## src/rtl/counter_display_pkg.sv

```systemverilog
// rtl/counter_display_pkg.sv - shared state encoding and seven-segment glyphs for the counter display driver
package counter_display_pkg;

    typedef logic [1:0] state_t;

    localparam state_t ST_IDLE = 2'd0;
    localparam state_t ST_CONV = 2'd1;
    localparam state_t ST_DONE = 2'd2;

    localparam logic [6:0] SEG_BLANK = 7'h7F;

    // Active-low {g,f,e,d,c,b,a}; entries 10..15 cannot occur in valid BCD and stay dark
    localparam logic [15:0][6:0] SEG_TABLE = {
        SEG_BLANK, SEG_BLANK, SEG_BLANK, SEG_BLANK, SEG_BLANK, SEG_BLANK,
        7'h10, 7'h00, 7'h78, 7'h02, 7'h12, 7'h19, 7'h30, 7'h24, 7'h79, 7'h40
    };

endpackage

```

## src/rtl/counter_display_driver_bin2bcd_seq.sv

```systemverilog
// rtl/counter_display_driver_bin2bcd_seq.sv - sequential shift-add-3 binary to BCD converter
module bin2bcd_seq #(
    parameter int N      = 4,
    parameter int DIGITS = 2
) (
    input  logic                  clk,
    input  logic                  rst_n,
    input  logic                  start,
    input  logic [N-1:0]          bin,
    output logic                  busy,
    output logic                  done,
    output logic [4*DIGITS-1:0]   bcd
);

    localparam int BW = 4 * DIGITS;
    localparam int SW = BW + N;
    localparam int CW = $clog2(N + 1);

    logic [SW-1:0] shreg;
    logic [SW-1:0] adj;
    logic [CW-1:0] iter;

    always_comb begin
        adj = shreg;
        for (int d = 0; d < DIGITS; d++) begin
            if (shreg[N+4*d +: 4] >= 4'd5)
                adj[N+4*d +: 4] = shreg[N+4*d +: 4] + 4'd3;
        end
    end

    assign busy = (iter != '0);
    // done flags the final iteration; the result lands in bcd on the same edge
    assign done = (iter == CW'(1));

    always_ff @(posedge clk or negedge rst_n) begin
        if (!rst_n) begin
            shreg <= '0;
            iter  <= '0;
            bcd   <= '0;
        end else if (start) begin
            shreg <= {{BW{1'b0}}, bin};
            iter  <= CW'(N);
        end else if (busy) begin
            shreg <= {adj[SW-2:0], 1'b0};
            iter  <= iter - CW'(1);
            if (done)
                bcd <= adj[SW-2 -: BW];
        end
    end

endmodule

```

## src/rtl/counter_display_driver.sv

```systemverilog
// rtl/counter_display_driver.sv - glitch-filtered capture, BCD conversion and multiplexed seven-segment scan
module counter_display_driver
    import counter_display_pkg::*;
#(
    parameter int N           = 4,
    parameter int DIGITS      = 2,
    parameter int REFRESH_DIV = 50000,
    parameter int BLANK_LZ    = 1
) (
    input  logic                  clk,
    input  logic                  rst_n,
    input  logic [N-1:0]          cnt_in,
    output logic [4*DIGITS-1:0]   bcd_o,
    output logic                  valid_o,
    output logic [6:0]            seg_o,
    output logic [DIGITS-1:0]     an_o
);

    localparam int PW = (REFRESH_DIV > 1) ? $clog2(REFRESH_DIV) : 1;
    localparam int IW = (DIGITS > 1) ? $clog2(DIGITS) : 1;
    localparam int unsigned MAX_DISPLAY = 10**DIGITS - 1;

    logic [N-1:0]  s1, s2, s3, last_acc, pend_val, conv_bin;
    logic          accept, pending, conv_start, conv_busy, conv_done;
    state_t        state;

    logic [PW-1:0]     presc;
    logic [IW-1:0]     idx;
    logic [3:0]        nib;
    logic              zero_run;
    logic [DIGITS-1:0] upper_zero;
    logic [6:0]        seg_next;
    logic [DIGITS-1:0] an_next;

    // A value must survive two consecutive samples to count as settled
    assign accept     = (s2 == s3) && (s2 != last_acc);
    assign conv_start = (state != ST_CONV) && (accept || pending);
    assign conv_bin   = accept ? s2 : pend_val;
    assign valid_o    = (state == ST_DONE);

    always_ff @(posedge clk or negedge rst_n) begin
        if (!rst_n) begin
            s1       <= '0;
            s2       <= '0;
            s3       <= '0;
            last_acc <= '0;
            pend_val <= '0;
            pending  <= 1'b0;
            state    <= ST_IDLE;
        end else begin
            s1 <= cnt_in;
            s2 <= s1;
            s3 <= s2;
            if (accept)
                last_acc <= s2;
            case (state)
                ST_CONV: begin
                    if (accept) begin
                        pending  <= 1'b1;
                        pend_val <= s2;
                    end
                    if (conv_done)
                        state <= ST_DONE;
                end
                default: begin
                    // IDLE and DONE both launch directly; a fresh accept beats a stale pending value
                    pending <= 1'b0;
                    state   <= conv_start ? ST_CONV : ST_IDLE;
                end
            endcase
        end
    end

    bin2bcd_seq #(
        .N      (N),
        .DIGITS (DIGITS)
    ) u_conv (
        .clk   (clk),
        .rst_n (rst_n),
        .start (conv_start),
        .bin   (conv_bin),
        .busy  (conv_busy),
        .done  (conv_done),
        .bcd   (bcd_o)
    );

    always_comb begin
        nib      = bcd_o[4*idx +: 4];
        zero_run = 1'b1;
        for (int i = DIGITS - 1; i >= 0; i--) begin
            zero_run      = zero_run & (bcd_o[4*i +: 4] == 4'd0);
            upper_zero[i] = zero_run;
        end
        seg_next = SEG_TABLE[nib];
        if ((BLANK_LZ != 0) && (idx != '0) && upper_zero[idx])
            seg_next = SEG_BLANK;
        an_next = ~(DIGITS'(1) << idx);
    end

    always_ff @(posedge clk or negedge rst_n) begin
        if (!rst_n) begin
            presc <= '0;
            idx   <= '0;
            seg_o <= SEG_TABLE[0];
            an_o  <= ~DIGITS'(1);
        end else begin
            seg_o <= seg_next;
            an_o  <= an_next;
            if (presc == PW'(REFRESH_DIV - 1)) begin
                presc <= '0;
                idx   <= (idx == IW'(DIGITS - 1)) ? '0 : idx + IW'(1);
            end else begin
                presc <= presc + PW'(1);
            end
        end
    end

    a_range: assert property (@(posedge clk) disable iff (!rst_n)
        accept |-> (32'(s2) <= MAX_DISPLAY))
        else $error("counter value exceeds display range");

    a_conv_busy: assert property (@(posedge clk) disable iff (!rst_n)
        (state == ST_CONV) |-> conv_busy)
        else $error("converter idle while in CONV");

endmodule

```

## config.mk

```make
export PLATFORM = sky130hd
export DESIGN_NAME = counter_display_driver
export DESIGN_NICKNAME = d
export VERILOG_FILES = /design/src/rtl/counter_display_pkg.sv /design/src/rtl/counter_display_driver_bin2bcd_seq.sv /design/src/rtl/counter_display_driver.sv
export SDC_FILE = /design/constraint.sdc
export NUM_CORES = 1
export LEC_CHECK = 0
export ABC_AREA = 1
export CORE_MARGIN = 3
export CORE_UTILIZATION = 43
export DETAILED_ROUTE_END_ITERATION = 12
export DONT_BUFFER_PORTS = 1
export HOLD_SLACK_MARGIN = 0.1
export PLACE_DENSITY = 0.58
export SYNTH_ARGS = -nofsm -noshare
export SYNTH_HDL_FRONTEND = slang
export SYNTH_HIERARCHICAL = 1
export SYNTH_SLANG_ARGS = --single-unit
```

## constraint.sdc

```tcl
create_clock -name clk -period 1.7 [get_ports clk]
set_input_delay 0.51 -clock clk [delete_from_list [all_inputs] [get_ports clk]]
set_output_delay 0.51 -clock clk [all_outputs]
set_load 0.01 [all_outputs]
```

==> metrics, run 1 <==
status finished, violations left; failing checks hold timing; Setup crit start kind register; Net Count, Synth between 400 and 500; CTS tree done; CP delay by family, top flip-flops; cells after synthesis 399; Clock Latency Late Sink 0.34 ns; share of layout cells above drive strength 1 0.214; Total Power between 5000 and 6000 uW; max incr delay on CP approximately 0.45 ns; Placer Congestion 0.879; area post-placement roughly 0.0036 sq mm; Synth Area per Inst 8.63 sq um; Combinational Power Share 0.353; IO Port Bufs 0; H-tree levels 3; switching share of total power 0.380; largest net degree at the start of global routing 73; CP Capture Type register; adder-cell share of the synthesized area 0.0472; vias in the first global route 2,383; Final Hold Viols 70; clock power share 0.216; Cell Area, Synth 0.00344 sq mm; post-synthesis sequential area ratio 0.524; core region area 0.00777 sq mm; Design Area, Final between 0.003 and 0.004 sq mm; CP cell instances xnor2_2 > nand2_1 > nor2_4 > a21oi_2 > nor2_2 > inv_2 > nand3_4 > buf_6 > nand2_2 > o21ai_1; HP Class input pin to async pin; final hold slack -0.133 ns; worst clock skew 0.0104 ns; xor and xnor area share after synthesis 0.0229; # rows 32; Synth Area in Compound Gates 0.0545; Slew headroom 0.717; crit path kind register to register; CTS clock-pin slew for the worst setup and hold paths ~0.08 ns; period utilization 0.952; RSZ-0062 raised after global routing true; Psw 2220 uW; Buf+Inv Stages, Crit Path 2; Num CTS Buffers 9; VDD IR max 0.482 mV; drt via density 4.69; Pint 3620 uW; total track usage 0.150; Layout area overhead 14.8%; WP data required 1.92 ns; Warnings, synthesis 6; DRT Wirelength ~6200 um; Initial Util 0.443; Flop pwr share 0.431; detailed-route via count 2,491; Pre-antenna DRT Iters 5; Arr. time, crit path 1.84 ns; Setup violations, final 0; Reg2Reg Setup Slack 0.08 ns; Clock Sink Count 72; die area 0.00912 sq mm; first-pass GRT wire length 10,700 um; initial antenna violation count 0; remaining global-route overflow 0; DRC 0; worst-margin pin slew 0.420 ns; largest family of logic cells by synthesized area simple AND/OR/NAND/NOR gates; simple-gate share of the synthesized area 0.278; post-synthesis mux area share 0; iteration-0 DRC count of the detailed router 95; diode count 0; ANT nets after route 0; crit-path max FO 6; post-route setup TNS 0 ns; Final min period ~1.6 ns; Final Max Tran Viols 0; flops & latches, synth 72; count of unique library cells instantiated by Yosys 33; Die X-Extent 95.5 um; CTS Buffer Depth 2; LEAKAGE slightly above 0.002 uW; Wirelength per Cell 11.7 um; Max Fclk 618 MHz; max_cap viols 0; hpwl dp roughly 4400 um; clk root buf clkbuf_8; Power Dens Cells around 1500 mW/mm^2; Nets roughly 440; io pins 24; die height between 90 and 100 um; Slowest-stage cell, CP dfrtp_2
[area by class of cell]
cell class                      count  area (sq um)
Fill cell                         726          3810
Sequential cell                    72          1810
Multi-Input combinational cell    264          1470
Inverter                           61           234
Clock buffer                       12           135
Timing Repair Buffer               16           131
Tap cell                          102           128
Clock inverter                      4          45.0
[logic make-up after synthesis]
family	Yosys count
and+or+nand+nor	213
DFF	72
buffers and inverters	63
AOI/OAI and AO/OA	29
adders and majority gates	13
xor gates and xnor gates	9
[cell usage after synthesis (all sizes together)]
| library cell | number | area, sq um |
|---|---|---|
| and2 | 1 | 8.76 |
| inv | 61 | 231 |
| nor3 | 3 | 15.0 |
| dfstp | 2 | 52.6 |
| and3 | 1 | 6.26 |
| nor4 | 1 | 6.26 |
| o21bai | 1 | 7.51 |
| o21a | 2 | 15.0 |
| or2 | 2 | 12.5 |
| o31ai | 1 | 7.51 |
| ha | 13 | 163 |
| dfrtp | 70 | 1750 |
| nand4 | 7 | 43.8 |
| nand3 | 25 | 130 |
| o211ai | 5 | 37.5 |
| nor2 | 39 | 195 |
| xnor2 | 2 | 17.5 |
| o21ai | 13 | 80.1 |
| nand2 | 134 | 538 |
| o22ai | 4 | 25.0 |
| buf | 2 | 22.5 |
| xor2 | 7 | 61.3 |
| a21oi | 3 | 15.0 |
[per-stage QoR]
step                std cells  hold WS [ns]  utilization  setup WS [ns]
finish                    531        -0.133        0.509         0.0810
global route              531        -0.162        0.509        -0.0423
CTS                       525        -0.156        0.491         0.0177
detailed placement        509         0.217        0.467        -0.0831
global placement          509         0.216        0.467        -0.0810
floorplan                 399         0.214            -         0.0210
[state kept, by name, indices dropped and copies added, names as in the netlist]
| signal | cells |
|---|---|
| pend_val | 4 |
| u_conv/iter | 3 |
| u_conv/shreg | 12 |
| s1 | 4 |
| presc | 16 |
| state | 2 |
| s2 | 4 |
| idx | 1 |
| u_conv/bcd | 8 |
| an_o | 2 |
| s3 | 4 |
| last_acc | 4 |
| seg_o | 7 |
| pending | 1 |
[placed cells by master, fill, tap and decap left out, drive strengths merged]
| cell type | instances |
|---|---|
| ha | 13 |
| xnor2 | 2 |
| and2 | 1 |
| nand3 | 25 |
| o22ai | 4 |
| o21bai | 1 |
| dfrtp | 70 |
| o21ai | 13 |
| o211ai | 5 |
| clkbuf | 12 |
| dfstp | 2 |
| nor3 | 3 |
| buf | 16 |
| o31ai | 1 |
| clkinv | 3 |
| or2 | 2 |
| nand2 | 134 |
| nand4 | 7 |
| a21oi | 3 |
| o21a | 2 |
| bufinv | 1 |
| and3 | 1 |
| nor2 | 39 |
| inv | 61 |
| nor4 | 1 |
| xor2 | 7 |
[layer usage]
layer  up-vias  part of all wire  track usage
met3         7             0.027       0.0316
met2        36              0.47        0.228
met4         0             0.014       0.0675
li1       1292                 -            -
met1      1156              0.49        0.204
met5         -                 0            0
[final timing paths]
kind                       startpoint             to  depth (start not counted)
max                             s2[3]  u_conv/bcd[7]                         10
min                             rst_n  u_conv/bcd[3]                          0
max reg2reg                     s2[3]  u_conv/bcd[7]                         10
min reg2reg                     s1[0]          s2[0]                          0
max in group asynchronous       rst_n       seg_o[6]                          0
min in group clk            cnt_in[3]          s1[3]                          0
[worst reg2reg max path, delay by kind of cell, from the launching register on]
| kind | cells | cell delay [ns] |
|---|---|---|
| flip-flops | 1 | 0.45 |
| AND/OR/NAND/NOR | 5 | 0.40 |
| buffers and inverters | 2 | 0.29 |
| AO/OA/AOI/OAI | 2 | 0.23 |
| XOR/XNOR | 1 | 0.14 |
[power groups by stage]
| stage | clock, uW | combinational [uW] | sequential (uW) |
|---|---|---|---|
| after floorplan | 0 | 1500 | 2470 |
| after global placement | 0 | 1820 | 2530 |
| after detailed placement | 0 | 1870 | 2540 |
| after CTS | 1310 | 1890 | 2510 |
| after global routing | 1390 | 2380 | 2580 |
| final | 1260 | 2060 | 2520 |
[repair_timing]
item | 4_1_cts | 5_1_grt
setup buffers | 0 | 5
endpoints found under the setup margin | 16 | 23
endpoints found under the hold margin | 72 | 72
cloned | 0 | 1
gates resized for setup | 2 | 35
pin swaps | 0 | 14
Note: power is estimated with default switching activity, not from simulation.
==> run 2, diff against run 1 <==
--- a/config.mk
+++ b/config.mk
@@ -12,6 +12,7 @@
 export DONT_BUFFER_PORTS = 1
 export HOLD_SLACK_MARGIN = 0.1
 export PLACE_DENSITY = 0.58
+export REMOVE_ABC_BUFFERS = 1
 export SYNTH_ARGS = -nofsm -noshare
 export SYNTH_HDL_FRONTEND = slang
 export SYNTH_HIERARCHICAL = 1
==> metrics, run 2 (synthesized netlist as in run 1, its figures left out) <==
status finished, violations left; failing checks hold timing; Max Fclk 600 MHz; diode count 0; Final Max Tran Viols 0; largest net degree at the start of global routing 73; detailed-route via count 2,535; area post-placement 0.00363 sq mm; FF-to-FF Start s2[3]; CTS Buffer Depth 2; Layout area overhead 17.3%; share of layout cells above drive strength 1 0.200; met2 WL post-DR 3110 um; hpwl dp 4560 um; Initial Util 0.443; DRT Wirelength 6450 um; clk root buf clkbuf_8; Die X-Extent ~95 um; HP Class input pin to async pin; worst clock skew 0.00755 ns; most frequent cells in the layout 115 x nand2_1, 70 x dfrtp_1, 53 x inv_1; M1 wire length 3070 um; CTS clock-pin slew for the worst setup and hold paths around 0.070 ns; CTS tree done; Clock Latency Late Sink 0.33 ns; die height 95.5 um; iteration-0 DRC count of the detailed router 75; Final Hold Viols 70; Placer Congestion roughly 0.87; commonest non-fill, non-tap cell in the layout nand2_1; Biggest register presc; CP Capture Type register; Largest register FFs 16; Finished Core Util 0.520; # rows 32; Design Area, Final ~0.0040 sq mm; Setup violations, final 0; FF-to-FF End u_conv/bcd[7]; WP data required 1.91 ns; crit-path max FO 6; Nets 445; Pre-antenna DRT Iters 4; io pins 24; ANT nets after route 0; RSZ-0062 raised after global routing true; initial antenna violation count 0; Met3 Wirelength 187 um; Slew headroom 0.763; # fillers 731; crit path kind register to register; Clock Sink Count 72; period utilization 0.980; worst-margin pin slew 0.352 ns; vias in the first global route approximately 2.5k; H-tree levels 3; remaining global-route overflow 0; IO Port Bufs 0; DR top layer met4; final hold slack -0.136 ns; Setup crit start kind register; worst-case reg-to-reg path depth 9; max_cap viols 0; core region area approximately 0.0078 sq mm; total track usage 0.157; DRC 0; Final min period between 1.5 and 2 ns; drt via density 4.77; LEAKAGE 0.00209 uW; Reg2Reg Setup Slack 0.03 ns; Num CTS Buffers 9; VDD IR max approximately 0.55 mV; first-pass GRT wire length around 11,000 um; Wirelength per Cell approximately 12 um; Largest regs presc (16), u_conv/shreg (12), u_conv/bcd (8); die area 0.00912 sq mm; Power Dens Cells 1530 mW/mm^2; Arr. time, crit path ~1.9 ns
==> run 2: where the power goes <==
part	switching (uW)	internal [uW]
logic	1320	830
clock network	584	897
registers	383	2150
total	2290	3880
==> run 2: worst max path at each step <==
stage	startpoint	endpoint	slack [ns]	depth (start not counted)
global placement	last_acc[2]	u_conv/bcd[7]	0.005	12
detailed placement	s2[2]	u_conv/bcd[7]	-0.04	12
CTS	s2[2]	u_conv/bcd[0]	0.005	12
finish	s2[3]	u_conv/bcd[7]	0.03	9
floorplan	s2[2]	u_conv/bcd[5]	-0.19	10
global route	s2[3]	u_conv/bcd[2]	-0.09	10
==> run 2: metal layers <==
layer / global-route usage / up-vias
met5: 0 / -
met2: 0.252 / 28
met4: 0.0581 / 0
li1: - / 1302
met3: 0.0387 / 10
met1: 0.205 / 1195
==> run 2: cell type report <==
cell class | instances | area (sq um) | share of cell area
timing repair buffer | 18 | 158 | 0.0390
inverter | 61 | 244 | 0.0604
sequential | 72 | 1800 | 0.447
clock inverter | 3 | 65.1 | 0.0161
multi-input combinational | 264 | 1490 | 0.368
clock buffer | 12 | 155 | 0.0384
tap | 102 | 128 | 0.0316
==> run 2: metrics by stage <==
stage	power, uW	instances	worst slack (ns)	hold WS, ns	setup TNS (ns)
final	6160	532	0.0339	-0.136	0
after global routing	6700	532	-0.0916	-0.169	-1.16
after CTS	5930	525	0.00485	-0.148	0
after detailed placement	4420	510	-0.0426	0.217	-0.308
after global placement	4370	510	0.00452	0.217	0
after floorplan	3940	397	-0.189	0.214	-1.44
==> run 2: what timing repair did <==
action	4_1_cts	5_1_grt
setup endpoints to repair	15	22
gates cloned	0	1
resized for setup	2	40
pin swaps	0	11
hold endpoints to repair	72	72
buffers inserted	0	6
==> run 2: critical path: stages, from the launching register on <==
cell	delay, ns
dfrtp_1	0.42
xnor2_1	0.18
nand2_1	0.12
nor2_4	0.16
a21oi_4	0.08
nor2_4	0.17
inv_4	0.08
nand3_4	0.12
buf_6	0.14
o21ai_1	0.07
==> run 3, diff against run 2 <==
--- a/config.mk
+++ b/config.mk
@@ -6,7 +6,7 @@
 export NUM_CORES = 1
 export LEC_CHECK = 0
 export ABC_AREA = 1
-export CORE_MARGIN = 3
+export CORE_MARGIN = 5
 export CORE_UTILIZATION = 43
 export DETAILED_ROUTE_END_ITERATION = 12
 export DONT_BUFFER_PORTS = 1
==> constraint.sdc (replaced) <==
create_clock -name clk -period 1.7 [get_ports clk]
set_input_delay 0.255 -clock clk [delete_from_list [all_inputs] [get_ports clk]]
set_output_delay 0.255 -clock clk [all_outputs]
set_load 0.01 [all_outputs]
==> metrics, run 3 (synthesized netlist as in run 1, its figures left out) <==
status finished, violations left; failing checks hold timing; # rows 32; Final Max Tran Viols 0; max_cap viols 0; vias in the first global route between 2k and 2.5k; die height 99.5 um; Combinational Power Share 0.339; first-pass GRT wire length 11,100 um; remaining global-route overflow 0; total track usage 0.140; diode count 0; Psw 2260 uW; CTS Buffer Depth 2; crit-path max FO 5; core region area ~0.0078 sq mm; commonest non-fill, non-tap cell in the layout nand2_1; Slew headroom 0.724; io pins 24; non-filler instance count after layout ~540; Wirelength per Cell ~12 um; most frequent cells in the layout 116 x nand2_1, 69 x dfrtp_1, 53 x inv_1; hpwl dp 4470 um; Largest regs presc (16), u_conv/shreg (12), u_conv/bcd (8); Final min period 1.62 ns; worst clock skew roughly 0.0094 ns; period utilization 0.953; ANT nets after route 0; Power Dens Cells 1490 mW/mm^2; Initial Util 0.443; WP data required 1.94 ns; Biggest register presc; Pre-antenna DRT Iters 4; Arr. time, crit path 1.86 ns; Finished Core Util 0.519; DP Cell Count 511; Final Hold Viols 72; drt via density 4.54; Placer Congestion 0.846; Flop pwr share 0.420; detailed-route via count 2,436; final hold slack -0.402 ns; Die X-Extent 99.5 um; Max Fclk 618 MHz; die area 0.00990 sq mm; Reg2Reg Setup Slack 0.08 ns; largest net degree at the start of global routing 73; RSZ-0062 raised after global routing true; final setup margin 0.0806 ns; CTS clock-pin slew for the worst setup and hold paths 0.08 ns; Nets 449; CP Capture Type register; DRT Wirelength 6280 um; Num CTS Buffers 9; Layout area overhead 17.2%; worst-margin pin slew approximately 0.4 ns; dpl ws -0.0592 ns; H-tree levels 3; iteration-0 DRC count of the detailed router 81; Pint 3770 uW; CTS tree done; Setup violations, final 0; Setup crit start kind register; HP Class input pin to async pin; initial antenna violation count 0; IO Port Bufs 0; VDD IR max 0.432 mV; DRC 0; Largest register FFs 16; switching share of total power 0.375; clock power share 0.241; Hold Buf Count CTS 4; Clock Sink Count between 70 and 80; Clock Latency Late Sink approximately 0.34 ns; share of layout cells above drive strength 1 0.184; LEAKAGE 0.00209 uW; crit path kind register to register; clk root buf clkbuf_8
==> run 3: critical path, cell delays in order (launching register included) <==
cell and delay (ns):
dfrtp_1 0.40, inv_1 0.05, nand2_1 0.05, nand2_1 0.05, nor2_2 0.12, nand2_2 0.08, a21oi_4 0.16, nor2_4 0.07
inv_4 0.10, nand3_4 0.12, clkbuf_16 0.19, nand2_2 0.05, nand2_1 0.05
==> run 3: final cells by class <==
cell class / instances / area [sq um]
clock buffer: 10 / 128
clock inverter: 6 / 85.1
fill: 739 / 3730
inverter: 61 / 234
multi-input combinational: 264 / 1450
sequential: 72 / 1810
tap: 102 / 128
timing repair buffer: 22 / 205
==> run 3: layer usage <==
layer | track usage | share of wire | up-vias
li1 | - | - | 1303
met1 | 0.190 | 0.49 | 1092
met2 | 0.213 | 0.46 | 30
met3 | 0.0351 | 0.028 | 11
met4 | 0.0599 | 0.018 | 0
met5 | 0 | 0 | -
==> run 3: power by group through the flow <==
stage                     sequential [uW]  combinational, uW  clock, uW
after detailed placement             2550               1900          0
after global placement               2550               1860          0
after global routing                 2590               2350       1590
after CTS                            2520               1930       1500
after floorplan                      2470               1470          0
final                                2530               2040       1460
==> run 3: final timing paths <==
path                             from       endpoint  cells after the start
worst max-delay path            s2[2]  u_conv/bcd[1]                     12
worst min-delay path            rst_n       presc[2]                      0
worst max register to register  s2[2]  u_conv/bcd[1]                     12
worst min register to register  s1[0]          s2[0]                      0
max in group asynchronous       rst_n       seg_o[6]                      0
min in group clk                s1[0]          s2[0]                      0
==> run 3: repair_timing <==
action                                  4_1_cts  5_1_grt
endpoints found under the setup margin       20       23
cloned                                        0        1
endpoints found under the hold margin        76       72
pin swaps                                     0        3
buffers inserted                              2        3
resized for setup                             3       19
==> run 3: per-stage QoR <==
step	instance area, sq um	TNS, ns	power [uW]	hold WS (ns)
after CTS	3930	0	5950	-0.421
after floorplan	3420	-1.44	3940	-0.0406
after global placement	3650	-0.0176	4410	-0.0380
after detailed placement	3650	-0.763	4450	-0.0387
final	4030	0	6030	-0.402
after global routing	4030	-0.348	6530	-0.438
==> RTL change 1, RTL diff (settings of run 2) <==
The parameter `REFRESH_DIV` goes from 50000 to 200000.
--- a/src/rtl/counter_display_driver.sv
+++ b/src/rtl/counter_display_driver.sv
@@ -6,3 +6,3 @@
     parameter int DIGITS      = 2,
-    parameter int REFRESH_DIV = 50000,
+    parameter int REFRESH_DIV = 200000,
     parameter int BLANK_LZ    = 1
Behaviour: no difference found for any inputs over 10 cycles, from zero or initial values and one cycle with rst_n low; that may be too few to reach the edited logic, so the function may still have changed.
==> RTL change 1 against run 2 <==
- the run still ends with negative hold slack left
- combinational power fell by 4%
- die area grew 4.5%
- critical path depth rose by 1
- sequential power increased by 2%
- clock skew is 0.0028 ns higher
- count of clock-buffer cells in the layout is 2 lower
- via count hardly changed
- sequential cell count increased by 2
- area after synthesis grew 4.8%
- design area is 1.1% higher
- worst setup slack gained 0.049 ns
- wire length is 1.3% higher
- power decreased by 2.3%
==> RTL change 1: results (changes against run 2) <==
min setup slack post-route=0.0824 ns (was 0.0339 ns); adder-cell share of the synthesized area=0.0451 (was 0.0472); gpl congestion=0.843 (was 0.871); Seq pwr share=0.428 (was 0.411); combinational share of power=0.341 (was 0.349); most frequent cells after synthesis=nand2_1 (119), dfrtp_1 (72), inv_1 (55), nand3_1 (25), nor2_1 (22) (was nand2_1 (124), dfrtp_1 (70), inv_1 (54), nor2_1 (31), nand3_1 (24)); failing checks=negative hold slack (unchanged); Layout Nets=448 (was 445); slowest cell on the critical path=dfrtp_2 (was dfrtp_1); Synth-to-Final Area Change=13.1% (was 17.3%); sequential-to-total area share from yosys stat=0.514 (was 0.524); hold_ws=-0.152 ns (was -0.136 ns); final hold vios=72 (was 70); Total Power=6.03 mW (was 6.16 mW); leakage power=2.07 nW (was 2.09 nW); Non-clock buffers=9 (was 18); DRT iter0 DRCs=101 (was 75); pre-CTS setup slack=0.0252 ns (was -0.0426 ns); Clock buf/inv share=0.0500 (was 0.0545); vias in the first global route=2485 (was 2515); capture point of the worst reg-to-reg path=u_conv/bcd[6]$_DFFE_PN0P_ (was u_conv/bcd[7]$_DFFE_PN0P_); DPL Wire Length=4490 um (was 4560 um); Inst Count DP=517 (was 510); Slew headroom=0.701 (was 0.763); status=finished, violations left (unchanged); total wire length=6540 um (was 6450 um); invs w/o clock=67 (was 61); first-pass GRT wire length=11400 um (was 11200 um); crit path max fanout=5 (was 6); multi-input combinational area share=0.381 (was 0.368); number of multi-input logic gates=268 (was 264); Cells after Synth=411 (was 399); worst vdd ir=0.000454 V (was 0.000553 V); clock buffers=10 (was 12); clock sinks=74 (was 72)
RTL change 1: cell types whose count changed in the layout (fill, tap and decap cells not counted), sizes merged, moves of 2 or more:
| cell | before | now |
|---|---|---|
| buf | 18 | 9 |
| inv | 61 | 66 |
| nor2 | 39 | 34 |
| clkinvlp | 0 | 3 |
| nand2 | 134 | 137 |
| nand3 | 25 | 28 |
| clkbuf | 12 | 10 |
| clkinv | 1 | 3 |
| dfrtp | 70 | 72 |
| o21ai | 13 | 15 |
| xnor2 | 2 | 4 |
RTL change 1: cell families after synthesis:
kind of cell	after synthesis
AOI/OAI and AO/OA	32
xor gates and xnor gates	11
adders and majority gates	13
buffers and inverters	69
DFF	74
and+or+nand+nor	212
RTL change 1: metal layers:
metal | up-vias | wire [um] | track usage
met5 | - | 0 | 0
met4 | 0 | 111 | 0.0703
met3 | 10 | 183 | 0.0316
met2 | 36 | 2960 | 0.226
met1 | 1170 | 3290 | 0.195
li1 | 1318 | - | -
==> RTL change 2, RTL diff (config.mk and constraints of run 2) <==
Without the edit above. Reset style: synchronous (`rst_n`), changed in 3 clocked blocks.
--- a/src/rtl/counter_display_driver_bin2bcd_seq.sv
+++ b/src/rtl/counter_display_driver_bin2bcd_seq.sv
@@ -34,3 +34,3 @@
 
-    always_ff @(posedge clk or negedge rst_n) begin
+    always_ff @(posedge clk) begin
         if (!rst_n) begin
--- a/src/rtl/counter_display_driver.sv
+++ b/src/rtl/counter_display_driver.sv
@@ -40,3 +40,3 @@
 
-    always_ff @(posedge clk or negedge rst_n) begin
+    always_ff @(posedge clk) begin
         if (!rst_n) begin
@@ -99,3 +99,3 @@
 
-    always_ff @(posedge clk or negedge rst_n) begin
+    always_ff @(posedge clk) begin
         if (!rst_n) begin
Formal check against the unedited RTL: differs if rst_n is asserted again (counterexample within 10 cycles, from zero or initial values and one cycle with rst_n low); with rst_n held inactive, the same outputs for 10 cycles.
==> RTL change 2 against run 2 <==
- area after synthesis increased by 4.8%
- sequential cell count unchanged
- power decreased by 16%
- design area increased by 1.1%
- wire length increased by 9.0%
- combinational power decreased by 24%
- via count increased by 14%
- non-clock buffer count decreased by 3
- global-route usage decreased by 0.29 points
- worst setup slack improved by 0.032 ns
- critical endpoint is now u_conv/bcd[4]$_SDFFE_PN0P_
- largest power group unchanged
==> RTL change 2: results (changes against run 2) <==
worst vdd ir=0.000750 V (was 0.000553 V); share of layout cells above drive strength 1=0.216 (was 0.200); largest net degree at the start of global routing=23 (was 73); total track usage=0.154 (was 0.157); Post-Syn Area per Cell=7.30 sq um (was 8.63 sq um); placed standard-cell area=3770 sq um (was 3630 sq um); Layout Utilization=0.515 (was 0.520); vias in the first global route=2814 (was 2515); GR Layer Usage met3=0.0402 (was 0.0387); skew final=0.00646 ns (was 0.00755 ns); post-synth cell types=36 (was 33); top post-synthesis cells by area=dfxtp_1 (40%), nand2_1 (11%), inv_1 (10%) (was dfrtp_1 (51%), nand2_1 (14%), inv_1 (5.9%)); drt wl/cell=11.4 um (was 12.1 um); worst hold path type=input pin to register (was input pin to asynchronous set/reset pin); wl on met1=3440 um (was 3070 um); GR met1 Demand/Resource=0.192 (was 0.205); met3 WL=232 um (was 187 um); min setup slack post-route=0.0655 ns (was 0.0339 ns); DPL Wire Length=4980 um (was 4560 um); Synth Area in XOR/XNOR=0.0121 (was 0.0229); DRT iter0 DRCs=101 (was 75); RR Startpoint=s2[2]$_SDFF_PN0_ (was s2[3]$_DFF_PN0_); sequential-to-total area share from yosys stat=0.400 (was 0.524); metal2 WL=3250 um (was 3110 um); most frequent cells after synthesis=nand2_1 (101), inv_1 (98), dfxtp_1 (72), nor2_1 (38), nand3_1 (29) (was nand2_1 (124), dfrtp_1 (70), inv_1 (54), nor2_1 (31), nand3_1 (24)); asr flop ratio synth=0 (was 1.00); status=complete, no violations (was finished, violations left); Int Pwr=3.25 mW (was 3.88 mW); grt met2 use=0.247 (was 0.252); pre-CTS setup slack=-0.0260 ns (was -0.0426 ns); fillcell total=796 (was 731); max layer used=met4 (unchanged); gpl congestion=0.846 (was 0.871); DR vias=2893 (was 2535); Layout Nets=532 (was 445); Inst Count DP=601 (was 510); worst slew pin tran=0.504 ns (was 0.352 ns); first-pass GRT wire length=12100 um (was 11200 um); slowest cell on the critical path=dfxtp_4 (was dfrtp_1); R2R cell count=15 (was 9); leakage power=1.84 nW (was 2.09 nW); compound-cell area share of the yosys netlist=0.108 (was 0.0545); cell family with most CP delay=simple AND/OR/NAND/NOR gates (unchanged); crit path max fanout=8 (was 6); capture point of the worst reg-to-reg path=u_conv/bcd[4]$_SDFFE_PN0P_ (was u_conv/bcd[7]$_DFFE_PN0P_); Port Buffer Count=0 (unchanged); adder-cell share of the synthesized area=0.0451 (was 0.0472); slowest stage delay, CP=0.37 ns (was 0.42 ns)
[RTL change 2: cell count changes after synthesis, moves of 15 or more]
cell     before  now
nand2_1     124  101
inv_1        54   98
o21ai_1       0   15
dfxtp_1       0   72
a21oi_1       3   26
dfrtp_1      70    0
[RTL change 2: final cells by class]
type	count	area (sq um)	area share
multi-input cells	309	1770	0.433
flip-flops and latches	72	1460	0.358
inverters	106	408	0.0998
clock buffers	11	151	0.0371
well taps	102	128	0.0312
repair buffers	15	113	0.0276
clock inverters	5	55.1	0.0135
[RTL change 2: worst min path at each step]
stage / startpoint / to / slack (ns) / cells after the start
2_1_floorplan: s1[0]$_SDFF_PN0_ / s2[0]$_SDFF_PN0_ / 0.39 / 2
3_3_place_gp: s1[1]$_SDFF_PN0_ / s2[1]$_SDFF_PN0_ / 0.40 / 2
3_5_place_dp: s1[1]$_SDFF_PN0_ / s2[1]$_SDFF_PN0_ / 0.40 / 2
4_1_cts: cnt_in[1] / s1[1]$_SDFF_PN0_ / 0.25 / 2
5_1_grt: cnt_in[1] / s1[1]$_SDFF_PN0_ / 0.25 / 2
6_report: cnt_in[0] / s1[0]$_SDFF_PN0_ / 0.27 / 2
[RTL change 2: power by group through the flow]
stage	Clock [mW]	Combinational, mW	Sequential (mW)
finish	1.37	1.64	2.14
global route	1.50	1.90	2.17
CTS	1.42	1.57	2.14
detailed placement	0	1.53	2.18
global placement	0	1.50	2.18
floorplan	0	1.18	2.13
[RTL change 2: timing repair]
item | 4_1_cts | 5_1_grt
endpoints found under the setup margin | 19 | 25
pin swaps | 2 | 13
gates cloned | 1 | 1
buffers inserted | 0 | 1
resized for setup | 5 | 35
hold endpoints to repair | 0 | 0
